## src/rtl/stopwatch_if.sv

```systemverilog
// Control/status bundle for stopwatch_timer; master drives controls, slave owns the count outputs.
interface stopwatch_if #(
    parameter int unsigned HR_W = 5
);
    localparam int unsigned CW = HR_W + 12;

    logic          tick;
    logic          start;
    logic          stop;
    logic          clear;
    logic          mode;
    logic          load;
    logic [CW-1:0] load_val;
    logic          lap;
    logic [CW-1:0] time_out;
    logic          running;
    logic          expired;
    logic          overflow;
    logic [CW-1:0] lap_out;
    logic          lap_valid;

    modport master (
        output tick, start, stop, clear, mode, load, load_val, lap,
        input  time_out, running, expired, overflow, lap_out, lap_valid
    );

    modport slave (
        input  tick, start, stop, clear, mode, load, load_val, lap,
        output time_out, running, expired, overflow, lap_out, lap_valid
    );
endinterface

```

## src/rtl/stopwatch_timer.sv

```systemverilog
// Up/down hh:mm:ss stopwatch with IDLE/RUN/PAUSE/DONE control and saturating terminal count.
// Lap capture is built only when STOPWATCH_LAP_CAPTURE_EN is defined.
module stopwatch_timer #(
    parameter int unsigned SEC_MAX = 59,
    parameter int unsigned MIN_MAX = 59,
    parameter int unsigned HR_W    = 5
) (
    input  logic        clk,
    input  logic        rst,
    stopwatch_if.slave  bus
);
    localparam int unsigned CW = HR_W + 12;
    localparam logic [5:0]      SEC_TOP = 6'(SEC_MAX);
    localparam logic [5:0]      MIN_TOP = 6'(MIN_MAX);
    localparam logic [HR_W-1:0] HR_TOP  = '1;

    typedef enum logic [1:0] {IDLE, RUN, PAUSE, DONE} state_t;

    typedef struct packed {
        logic [HR_W-1:0] hr;
        logic [5:0]      min;
        logic [5:0]      sec;
    } cnt_t;

    state_t state_q, state_n;
    cnt_t   cnt_q, cnt_n, cnt_inc, cnt_dec, cnt_ld;
    logic   mode_q, mode_n, down_eff;
    logic   expired_q, expired_n;
    logic   overflow_q, overflow_n;
    logic   running_q;
    logic   cnt_is_zero, cnt_is_top;

    assign cnt_is_zero = (cnt_q == '0);
    assign cnt_is_top  = (cnt_q.hr == HR_TOP) && (cnt_q.min == MIN_TOP) && (cnt_q.sec == SEC_TOP);

    // Next-count candidates: one step up, one step down, and the clamped preset
    always_comb begin
        cnt_inc = cnt_q;
        if (cnt_q.sec == SEC_TOP) begin
            cnt_inc.sec = '0;
            if (cnt_q.min == MIN_TOP) begin
                cnt_inc.min = '0;
                cnt_inc.hr  = cnt_q.hr + HR_W'(1);
            end else begin
                cnt_inc.min = cnt_q.min + 6'd1;
            end
        end else begin
            cnt_inc.sec = cnt_q.sec + 6'd1;
        end

        cnt_dec = cnt_q;
        if (cnt_q.sec == 6'd0) begin
            cnt_dec.sec = SEC_TOP;
            if (cnt_q.min == 6'd0) begin
                cnt_dec.min = MIN_TOP;
                cnt_dec.hr  = cnt_q.hr - HR_W'(1);
            end else begin
                cnt_dec.min = cnt_q.min - 6'd1;
            end
        end else begin
            cnt_dec.sec = cnt_q.sec - 6'd1;
        end

        cnt_ld.hr  = bus.load_val[CW-1:12];
        cnt_ld.min = (bus.load_val[11:6] > MIN_TOP) ? MIN_TOP : bus.load_val[11:6];
        cnt_ld.sec = (bus.load_val[5:0]  > SEC_TOP) ? SEC_TOP : bus.load_val[5:0];
    end

    // Control: clear > load > stop > start > tick; a stop pulse always masks start
    always_comb begin
        state_n    = state_q;
        cnt_n      = cnt_q;
        mode_n     = mode_q;
        expired_n  = expired_q;
        overflow_n = overflow_q;
        down_eff   = mode_q;

        if (bus.clear) begin
            state_n    = IDLE;
            cnt_n      = '0;
            expired_n  = 1'b0;
            overflow_n = 1'b0;
        end else if (bus.load && (state_q == IDLE || state_q == PAUSE)) begin
            cnt_n = cnt_ld;
        end else if (bus.stop) begin
            if (state_q == RUN) state_n = PAUSE;
        end else if (bus.start && (state_q == IDLE || state_q == PAUSE)) begin
            if (state_q == IDLE) begin
                mode_n   = bus.mode;
                down_eff = bus.mode;
            end
            if (down_eff && cnt_is_zero) begin
                state_n   = DONE;
                expired_n = 1'b1;
            end else begin
                state_n = RUN;
            end
        end else if (bus.tick && state_q == RUN) begin
            if (!mode_q) begin
                if (cnt_is_top) begin
                    state_n    = DONE;
                    overflow_n = 1'b1;
                end else begin
                    cnt_n = cnt_inc;
                end
            end else begin
                cnt_n = cnt_dec;
                if (cnt_dec == '0) begin
                    state_n   = DONE;
                    expired_n = 1'b1;
                end
            end
        end
    end

    always_ff @(posedge clk or posedge rst) begin
        if (rst) begin
            state_q    <= IDLE;
            cnt_q      <= '0;
            mode_q     <= 1'b0;
            expired_q  <= 1'b0;
            overflow_q <= 1'b0;
            running_q  <= 1'b0;
        end else begin
            state_q    <= state_n;
            cnt_q      <= cnt_n;
            mode_q     <= mode_n;
            expired_q  <= expired_n;
            overflow_q <= overflow_n;
            running_q  <= (state_n == RUN);
        end
    end

    assign bus.time_out = cnt_q;
    assign bus.running  = running_q;
    assign bus.expired  = expired_q;
    assign bus.overflow = overflow_q;

`ifdef STOPWATCH_LAP_CAPTURE_EN
    cnt_t lap_q;
    logic lap_valid_q;
    logic lap_take;

    // Capture uses the pre-tick count held in cnt_q
    assign lap_take = bus.lap && (state_q == RUN || state_q == PAUSE);

    always_ff @(posedge clk or posedge rst) begin
        if (rst) begin
            lap_q       <= '0;
            lap_valid_q <= 1'b0;
        end else begin
            lap_valid_q <= lap_take;
            if (lap_take) lap_q <= cnt_q;
        end
    end

    assign bus.lap_out   = lap_q;
    assign bus.lap_valid = lap_valid_q;
`else
    assign bus.lap_out   = '0;
    assign bus.lap_valid = 1'b0;
`endif
endmodule

```

## src/flat_wrapper.sv

```systemverilog
// flat-port wrapper written by rule: the top's interface ports become plain ports
module stopwatch_timer_flat 
#(
    parameter int unsigned SEC_MAX = 59,
    parameter int unsigned MIN_MAX = 59,
    parameter int unsigned HR_W    = 5
)
  (clk, rst, bus_tick, bus_start, bus_stop, bus_clear, bus_mode, bus_load, bus_load_val, bus_lap, bus_time_out, bus_running, bus_expired, bus_overflow, bus_lap_out, bus_lap_valid);
  stopwatch_if #(.HR_W(HR_W)) bus_i ();
  input  logic clk;
  input  logic rst;
  input wire logic [$bits(bus_i.tick)-1:0] bus_tick;
  input wire logic [$bits(bus_i.start)-1:0] bus_start;
  input wire logic [$bits(bus_i.stop)-1:0] bus_stop;
  input wire logic [$bits(bus_i.clear)-1:0] bus_clear;
  input wire logic [$bits(bus_i.mode)-1:0] bus_mode;
  input wire logic [$bits(bus_i.load)-1:0] bus_load;
  input wire logic [$bits(bus_i.load_val)-1:0] bus_load_val;
  input wire logic [$bits(bus_i.lap)-1:0] bus_lap;
  output wire logic [$bits(bus_i.time_out)-1:0] bus_time_out;
  output wire logic [$bits(bus_i.running)-1:0] bus_running;
  output wire logic [$bits(bus_i.expired)-1:0] bus_expired;
  output wire logic [$bits(bus_i.overflow)-1:0] bus_overflow;
  output wire logic [$bits(bus_i.lap_out)-1:0] bus_lap_out;
  output wire logic [$bits(bus_i.lap_valid)-1:0] bus_lap_valid;
  assign bus_i.tick = bus_tick;
  assign bus_i.start = bus_start;
  assign bus_i.stop = bus_stop;
  assign bus_i.clear = bus_clear;
  assign bus_i.mode = bus_mode;
  assign bus_i.load = bus_load;
  assign bus_i.load_val = bus_load_val;
  assign bus_i.lap = bus_lap;
  assign bus_time_out = bus_i.time_out;
  assign bus_running = bus_i.running;
  assign bus_expired = bus_i.expired;
  assign bus_overflow = bus_i.overflow;
  assign bus_lap_out = bus_i.lap_out;
  assign bus_lap_valid = bus_i.lap_valid;
  stopwatch_timer #(.SEC_MAX(SEC_MAX), .MIN_MAX(MIN_MAX), .HR_W(HR_W)) u_core (.clk(clk), .rst(rst), .bus(bus_i));
endmodule
```

## config.mk

```make
export PLATFORM = sky130hd
export DESIGN_NAME = stopwatch_timer_flat
export DESIGN_NICKNAME = d
export VERILOG_FILES = /design/src/rtl/stopwatch_if.sv /design/src/rtl/stopwatch_timer.sv /design/src/flat_wrapper.sv
export SDC_FILE = /design/constraint.sdc
export NUM_CORES = 1
export LEC_CHECK = 0
export CAP_MARGIN = 15
export CORE_AREA = 2 2 60 90
export CTS_CLUSTER_SIZE = 25
export DETAILED_ROUTE_END_ITERATION = 8
export DIE_AREA = 0 0 62 92
export DONT_BUFFER_PORTS = 1
export PLACE_DENSITY_LB_ADDON = 0.15
export SYNTH_ARGS = -nofsm -noshare
export SYNTH_HDL_FRONTEND = slang
export SYNTH_SLANG_ARGS = --single-unit
```

## constraint.sdc

```tcl
create_clock -name clk -period 5 [get_ports clk]
set_input_delay 0.75 -clock clk [delete_from_list [all_inputs] [get_ports clk]]
set_output_delay 0.75 -clock clk [all_outputs]
set_load 0.02 [all_outputs]
```

==> reports/results.ini, run 1 <==
[synthesis]
async_reset_ff_share_pct = 100
synthTopCellsByCount = 33 x o21ai_0, 32 x nor2_1, 23 x dfrtp_1
yosys_warnings = 0
ys_top_cells_by_area = dfrtp_1 24%, o21ai_0 6.9%, buf_4 5.6%
synth-seq-cells = 23
synth-edff-count = 0
synth_top_area_share_pct = 24.0
synth_top_flop_cell = dfrtp_1
syn_avg_cell_area_um2 = 7.62
synth_seq_area_share_pct = 24.0
synth_cells = 314
ys_types = 70
synth_top_cell_by_area = dfrtp_1
yosysMostFrequentCell = o21ai_0
mappedNetlistArea_um2 = 2390

[layout]
layout-drive-gt1-share_pct = 8.64
multi_input_area_um2 = 1610
n_fill_cell = 517
num_antenna_cells = 0
regArea_um2 = 576
fin_nets = 338
area_delta_synth_final_pct = -0.418

[power]
power_frac_seq_pct = 42.1
irDropWorstVdd_mv = 0.153
power_frac_clock_pct = 17.2
swShare_pct = 47.2
switchingPower_mw = 0.337
power_density_nw_per_um2 = 300
p_int_mw = 0.377
pwr-share-comb_pct = 40.7
p_leak_nw = 0.976

[setup_path]
path_cells = ha_1 -> nand4b_1 -> or2_1 -> or3_1 -> a21oi_1 -> mux2_2
critPathMaxStageDelay_ns = 0.63
critPathSlowestCell = a21oi_1
crit_fanout = 11
crit_family = simple AND/OR/NAND/NOR gates
end_kind = register
critPathKind = register to register
startpoint_type = register
cp.arrival_ns = 3.13
path_buf_inv = 0
critPathRequiredTime_ns = 5.16

[floorplanning]
fp-row-count = 32
initial_core_util_pct = 47.8
coreArea_um2 = 5000
ios = 64
die_y_um = 92
die_width_um = 62
dieArea_um2 = 5700

[grt]
antenna_found_initial = 0
grt_pass1_wl_um = 10800
grt_pass1_vias = 2182
grt_start_max_net_pins = 24
grt-ovfl-total = 0
grt_usage_pct = 24.6

[clock_network]
cts_tree = done
root_buffer = clkbuf_8
cts_max_level = 1
cts_num_sinks = 23
cts_buffers = 3
clk_pin_slew_ns = 0.09
cts.path.max_buffers = 2
cts_hold_buf = 0
postCtsSetupRepairBufs = 0
clk_latency_ns = 0.27
cts_resized = 0

[routing]
drc = 0
drt-total-wl_um = 6610
detail-route-antenna-nets = 0
dr.first_iter.drc_count = 122
routed_via_density = 6.20
wire_per_inst_um = 17.9
vias = 2286
drtPass1Iterations = 4

[timing]
whs_ns = 0.569
fin_setup_tns_ns = 0
fin_crit_sh_pct = 59.4
tightest_slew_ns = 0.932
fmaxAchievable_mhz = 336
hold_viol = 0
relSlewSlack_pct = 37.8
min_period_ns = 2.97
fin_skew_ns = 0.00346
setup_viol = 0
grt_setup_unrepaired = false
slew_violations = 0

[run]
cap_viol_max_count = 0

[placement]
portBuffers = 0
place_hpwl_um = 4930
place_congestion = 0.853

[run_status]
outcome = finished, final reports clean

[min_path]
hp-class = primary input to asynchronous set/reset pin

-- kinds of logic after synthesis --
group           count (synthesis)  synth area share (%)
compound gates                 98                  27.5
xor+xnor                        3                  1.10
fa+ha+maj                      10                  5.23
buf+inv                        50                  11.2
flops                          23                  24.0
mux                             4                  1.83
other cells                     1                 0.157
simple gates                  125                  28.9
-- cells in the final DEF, fill, tap and decap left out, drive strengths merged, types with 7 or more instances in the layout --
cell   synthesis  layout
conb           1      18
o21ai         34      34
a21oi         19      19
nand3          9       9
dfrtp         23      23
nor3          14      14
nor2b          7       7
inv           14      14
nand2         21      21
nor2          33      33
ha            10      10
-- metrics by stage --
step	cells	setup slack [ns]	cell area (um2)	power [mW]	utilization, %
2_1_floorplan	331	2.62	2460	0.537	-
3_3_place_gp	365	2.07	2340	0.586	46.7
3_5_place_dp	365	2.08	2340	0.589	46.7
4_1_cts	369	2.02	2380	0.715	47.6
5_1_grt	369	1.82	2380	0.770	47.6
6_report	369	2.03	2380	0.714	47.6
-- power groups by stage --
stage	Combinational, mW	Clock [mW]	Sequential [mW]
4_1_cts	0.287	0.128	0.299
3_3_place_gp	0.283	0	0.302
3_5_place_dp	0.286	0	0.303
6_report	0.291	0.123	0.301
5_1_grt	0.326	0.137	0.307
2_1_floorplan	0.275	0	0.262
-- final cells by class --
type,instances,area share (%)
sequential,23,24.1
multi-input combinational,258,67.7
timing repair buffer,1,0.315
inverter,15,2.36
tap,68,3.57
clock buffer,4,1.89
-- layer usage --
layer | wire [um] | part of all wire (%) | track usage [%]
met1 | 2800 | 42 | 32.2
met3 | 249 | 3.8 | 2.82
met4 | 94 | 1.4 | 6.74
met2 | 3460 | 52 | 41.1
met5 | 0 | 0 | 0
-- registers in the layout (all words and copies together), names as in the netlist --
| name | count |
|---|---|
| u_core.bus.time_out | 17 |
| u_core.state_q | 2 |
| u_core.bus.expired | 1 |
| u_core.bus.overflow | 1 |
| u_core.bus.running | 1 |
| u_core.mode_q | 1 |
-- path summary, 6_finish.rpt --
path                                             start                       to  slack, ns  cells after the start
worst min-delay path                               rst  u_core.bus.time_out[14]       0.57                      1
worst max register to register  u_core.bus.time_out[0]   u_core.bus.time_out[0]       2.03                      6
worst max-delay path            u_core.bus.time_out[0]   u_core.bus.time_out[0]       2.03                      6
max in group asynchronous                          rst  u_core.bus.time_out[11]       3.86                      1
worst min register to register       u_core.state_q[1]        u_core.state_q[0]       0.65                      4
min in group clk                              bus_stop      u_core.bus.overflow       0.58                      1
Power figures use the tool's default switching activity.
==> inputs of run 2 (changes only) <==
==> constraint.sdc (replaced) <==
create_clock -name clk -period 3 [get_ports clk]
set_input_delay 0.45 -clock clk [delete_from_list [all_inputs] [get_ports clk]]
set_output_delay 0.45 -clock clk [all_outputs]
set_load 0.02 [all_outputs]
==> run 2 against run 1 <==
Register-to-register slack got worse by 1.7 ns. Critical path depth increased by 2. Flip-flop and latch count unchanged. Global-route usage increased by 0.35 points. Hold slack got worse by 0.31 ns. Final cell count increased by 4.3%. Wire length increased by 3.4%. Design area increased by 5.0%. Fmax increased by 13%.
==> reports/results.ini, run 2 (synthesized netlist as in run 1, its figures left out) <==
[layout]
fin_nets = 354  ; +4.7%
layout.cells.non_filler = 385  ; +4.3%
final_util_pct = 50.0  ; +2.4 points
layout-drive-gt1-share_pct = 13.2  ; +4.6 points
largest_register_ff_count = 17  ; unchanged
area_delta_synth_final_pct = 4.60
num_antenna_cells = 0  ; unchanged
layout_common_cells = 33 x o21ai_0, 32 x nor2_1, 23 x dfrtp_1
final_common_cell = o21ai_0

[setup_path]
cp.arrival_ns = 2.82  ; -0.31 ns
critPathRequiredTime_ns = 3.18  ; -1.98 ns
critPathMaxStageDelay_ns = 0.56  ; -0.07 ns
startpoint_type = register
end_kind = register
path_buf_inv = 1  ; +1
crit_fanout = 7  ; -4
critPathKind = register to register
critPathSlowestCell = or4b_4
path_cells = inv_1 -> ha_1 -> or4b_4 -> nor4_4 -> o21a_1 -> a2bb2oi_2 -> nand4_2 -> a21o_1
crit_family = simple AND/OR/NAND/NOR gates
r2r_setup_slack_ns = 0.36  ; -1.67 ns

[routing]
drt-total-wl_um = 6830  ; +3.4%
dr.max_layer_used = met4
wl_met2_um = 3590  ; +3.8%
vias = 2352  ; +2.9%
drtPass1Iterations = 4  ; unchanged
dr_wl_met3_um = 313  ; +26%
routed_via_density = 6.11  ; -1.4%
wire_per_inst_um = 17.7  ; -0.91%
wl_met1_um = 2730  ; -2.6%
dr.first_iter.drc_count = 67  ; -45%
drc = 0  ; unchanged
detail-route-antenna-nets = 0  ; unchanged

[floorplanning]
dieArea_um2 = 5700  ; unchanged
die_width_um = 62  ; unchanged
initial_core_util_pct = 47.8  ; unchanged
ios = 64  ; unchanged
fp-row-count = 32  ; unchanged
coreArea_um2 = 5000  ; unchanged
die_y_um = 92  ; unchanged

[clock_network]
cts_max_level = 1  ; unchanged
cts.path.max_buffers = 2  ; unchanged
postCtsSetupRepairBufs = 0  ; unchanged
cts_hold_buf = 0  ; unchanged
clk_pin_slew_ns = 0.09  ; about the same
cts_num_sinks = 23  ; unchanged
cts_resized = 0  ; unchanged
cts_tree = done
cts_buffers = 3  ; unchanged
root_buffer = clkbuf_8
clk_latency_ns = 0.28  ; about the same

[placement]
place_congestion = 0.879  ; +3.1%
portBuffers = 0  ; unchanged
dp.cells = 381  ; +4.4%
place_hpwl_um = 5250  ; +6.5%

[min_path]
hp-class = primary input to register

[timing]
fin_crit_sh_pct = 88.1  ; +29 points
tightest_slew_ns = 0.958  ; +0.0254 ns
hold_viol = 0  ; unchanged
grt_setup_unrepaired = false
slew_violations = 0  ; unchanged
setup_viol = 0  ; unchanged
fmaxAchievable_mhz = 379  ; +13%
relSlewSlack_pct = 36.1  ; -1.7 points
fin_setup_tns_ns = 0  ; unchanged
fin_skew_ns = 0.00331  ; -0.000151 ns
min_period_ns = 2.64  ; -0.331 ns

[power]
power.total_mw = 1.24  ; +74%
irDropWorstVdd_mv = 0.280  ; +83%
p_leak_nw = 1.06  ; +8.5%
power_density_nw_per_um2 = 497  ; +66%

[run]
cap_viol_max_count = 0  ; unchanged

[grt]
grt_pass1_wl_um = 10900  ; +0.77%
grt_pass1_vias = 2297  ; +5.3%
grt_start_max_net_pins = 24  ; unchanged
grt-ovfl-total = 0  ; unchanged
antenna_found_initial = 0  ; unchanged
grt_usage_pct = 24.9  ; +0.35 points

[run_status]
outcome = finished, final reports clean

==> run 2: cell count changes in the layout (fill, tap and decap cells not counted), sizes merged <==
| cell | previous run | this run |
|---|---|---|
| buf | 1 | 17 |
==> run 2: report_power, final <==
part | leakage (nW) | total (mW) | switching (mW) | internal [mW]
clock network | 0.0228 | 0.208 | 0.113 | 0.0954
registers | 0.305 | 0.426 | 0.0791 | 0.347
logic | 0.731 | 0.609 | 0.384 | 0.225
total | 1.06 | 1.24 | 0.576 | 0.668
==> run 2: worst register-to-register path: cells and delay by family, from the launching register on <==
kind | cells | cell delay [ns]
AOI/OAI and AO/OA | 3 | 0.58
adders and majority gates | 1 | 0.26
buffers and inverters | 1 | 0.14
DFF | 1 | 0.52
and+or+nand+nor | 3 | 1.05
==> run 2: cell type report <==
class | count | area (um2)
fillers | 504 | 2500
multi-input cells | 258 | 1610
flip-flops and latches | 23 | 576
repair buffers | 17 | 128
well taps | 68 | 85.1
inverters | 15 | 56.3
clock buffers | 4 | 45.0
==> run 2: layer usage <==
metal  track usage [%]  up-vias
met2              41.3       91
met5                 0        -
met4              11.9        0
met1              30.7     1128
li1                  -     1116
met3              2.40       17
==> run 2: path summary, 6_finish.rpt <==
check                                        from                     end  cells after the start
setup / recovery           u_core.bus.time_out[1]      u_core.bus.running                      8
hold / removal                           bus_stop     u_core.bus.overflow                      1
setup reg to reg           u_core.bus.time_out[1]      u_core.bus.running                      8
hold reg to reg               u_core.bus.overflow     u_core.bus.overflow                      2
max in group asynchronous                     rst  u_core.bus.time_out[2]                      1
min in group asynchronous                     rst           u_core.mode_q                      1
==> run 2: metrics by stage <==
| step | cell area [um2] | hold WS [ns] | setup slack, ns |
|---|---|---|---|
| after global placement | 2460 | 0.558 | 0.418 |
| final | 2500 | 0.261 | 0.358 |
| after detailed placement | 2460 | 0.561 | 0.398 |
| after CTS | 2500 | 0.255 | 0.379 |
| after floorplan | 2460 | 0.452 | 0.622 |
| after global routing | 2500 | 0.265 | 0.211 |
==> inputs of run 3 (changes only) <==
==> constraint.sdc (replaced) <==
create_clock -name clk -period 2.35 [get_ports clk]
set_input_delay 0.3525 -clock clk [delete_from_list [all_inputs] [get_ports clk]]
set_output_delay 0.3525 -clock clk [all_outputs]
set_load 0.02 [all_outputs]
==> run 3 against run 2 <==
Global-route usage is 2.5 points higher. First-iteration DRC count is 36% higher. Core utilization is 7.0 points higher. Largest cell class unchanged. Critical path type unchanged. Register-to-register slack worse by 0.33 ns. Count of clock-buffer cells in the layout is 1 lower. Flip-flop and latch count stayed put. Clock power is 27% higher. Highest routed layer unchanged. Worst setup slack worse by 0.33 ns. Design area is 14% higher.
==> reports/results.ini, run 3 (synthesized netlist as in run 1, its figures left out) <==
[power]
irDropWorstVdd_mv = 0.414  ; +48%
power.total_mw = 1.77  ; +42%
power_density_nw_per_um2 = 619  ; +25%
p_leak_nw = 1.24  ; +17%

[clock_network]
cts_buffers = 3  ; unchanged
root_buffer = clkbuf_8
cts_tree = done
clk_pin_slew_ns = 0.09  ; about the same
cts_hold_buf = 0  ; unchanged
cts.path.max_buffers = 2  ; unchanged
clk_latency_ns = 0.27  ; about the same
cts_num_sinks = 23  ; unchanged
cts_max_level = 1  ; unchanged

[setup_path]
cp.arrival_ns = 2.49  ; -0.33 ns
r2r_setup_slack_ns = 0.03  ; -0.33 ns
crit_top_cell = buf_4
end_kind = register
startpoint_type = register
critPathKind = register to register
ff2ff_path_depth = 10  ; +2
critPathRequiredTime_ns = 2.52  ; -0.66 ns
critPathMaxStageDelay_ns = 0.50  ; -0.06 ns
path_buf_inv = 3  ; +2
crit_fanout = 5  ; -2
rr_endpoint = u_core.bus.time_out[15]
critPathSlowestCell = or4b_4
rr_startpoint = u_core.bus.time_out[6]
path_cells = inv_2 -> ha_4 -> or4b_4 -> nor4_4 -> buf_4 -> buf_4 -> nand3_2 -> o21ai_2 -> a31oi_1 -> o22a_1
crit_family = simple AND/OR/NAND/NOR gates

[grt]
grt_start_max_net_pins = 24  ; unchanged
grt-ovfl-total = 0  ; unchanged
grt_usage_pct = 27.4  ; +2.5 points
grt_pass1_vias = 2531  ; +10%
grt_pass1_wl_um = 12000  ; +10%
antenna_found_initial = 0  ; unchanged

[routing]
vias = 2510  ; +6.7%
wire_per_inst_um = 18.0  ; +1.7%
drt-total-wl_um = 7540  ; +10%
dr.first_iter.drc_count = 91  ; +36%
routed_via_density = 6.00  ; -1.7%
drtPass1Iterations = 5  ; +1
drc = 0  ; unchanged
detail-route-antenna-nets = 0  ; unchanged

[placement]
dp.cells = 410  ; +7.6%
place_hpwl_um = 5690  ; +8.4%
place_congestion = 0.919  ; +4.6%
portBuffers = 0  ; unchanged
postPlaceCellArea_um2 = 2680  ; +8.9%

[timing]
min_period_ns = 2.32  ; -0.317 ns
fin_setup_tns_ns = 0  ; unchanged
fin_crit_sh_pct = 98.9  ; +11 points
slew_violations = 0  ; unchanged
grt_setup_unrepaired = true
hold_viol = 0  ; unchanged
fin_skew_ns = 0.00479  ; +0.00148 ns
fmaxAchievable_mhz = 430  ; +14%
setup_viol = 0  ; unchanged

[floorplanning]
coreArea_um2 = 5000  ; unchanged
dieArea_um2 = 5700  ; unchanged
ios = 64  ; unchanged
die_width_um = 62  ; unchanged
initial_core_util_pct = 47.8  ; unchanged
die_y_um = 92  ; unchanged
fp-row-count = 32  ; unchanged

[layout]
num_antenna_cells = 0  ; unchanged
layout_common_cells = 50 x buf_4, 32 x nor2_1, 27 x o21ai_0
largest_register_ff_count = 17  ; unchanged
area_delta_synth_final_pct = 19.2
layout-drive-gt1-share_pct = 25.1  ; +12 points
layout.cells.non_filler = 418  ; +8.6%
final_common_cell = buf_4
final_util_pct = 57.0  ; +7.0 points
fin_nets = 387  ; +9.3%
fin_area_um2 = 2850  ; +14%

[run]
cap_viol_max_count = 0  ; unchanged

[run_status]
outcome = finished, final reports clean

[min_path]
hp-class = primary input to asynchronous set/reset pin

[run 3: what timing repair did]
item / 4_1_cts / 5_1_grt
gates cloned: 0 / 0
pin swaps: 0 / 3
resized for setup: 2 / 23
buffers inserted: 0 / 4
setup endpoints to repair: 4 / 17
[run 3: worst max path at each step]
stage	startpoint	to	slack, ns	cells past startpoint
2_1_floorplan	u_core.bus.time_out[6]	u_core.bus.running	0.01	8
5_1_grt	u_core.bus.time_out[0]	u_core.bus.time_out[11]	-0.15	8
3_3_place_gp	u_core.bus.time_out[12]	u_core.bus.time_out[16]	0.03	8
3_5_place_dp	u_core.bus.time_out[12]	u_core.bus.time_out[16]	-0.008	8
6_report	u_core.bus.time_out[6]	u_core.bus.time_out[15]	0.03	10
4_1_cts	u_core.bus.time_out[6]	u_core.bus.running	0.02	8
[run 3: through the flow]
stage | hold WS [ns] | setup WS [ns]
finish | 0.00862 | 0.0258
global route | 0.0392 | -0.145
CTS | 0.0221 | 0.0193
detailed placement | 0.325 | -0.00779
global placement | 0.314 | 0.0274
floorplan | 0.354 | 0.0148
[run 3: cell type report]
type	count	area, um2
Inverter	15	56.3
Fill cell	507	2150
Multi-Input combinational cell	258	1720
Clock inverter	1	5.00
Timing Repair Buffer	50	375
Sequential cell	23	576
Tap cell	68	85.1
Clock buffer	3	41.3
[run 3: routing by layer]
layer | track usage (%) | up-vias | share of wire, %
met4 | 9.22 | 0 | 2.2
met2 | 46.3 | 95 | 54
met3 | 3.95 | 19 | 4.9
met1 | 34.2 | 1217 | 39
met5 | 0 | - | 0
li1 | - | 1179 | -
[run 3: power by group]
group	internal (mW)	switching [mW]	leakage, nW
combinational	0.398	0.603	0.907
clock	0.119	0.146	0.0255
sequential	0.444	0.0575	0.305
total	0.961	0.807	1.24
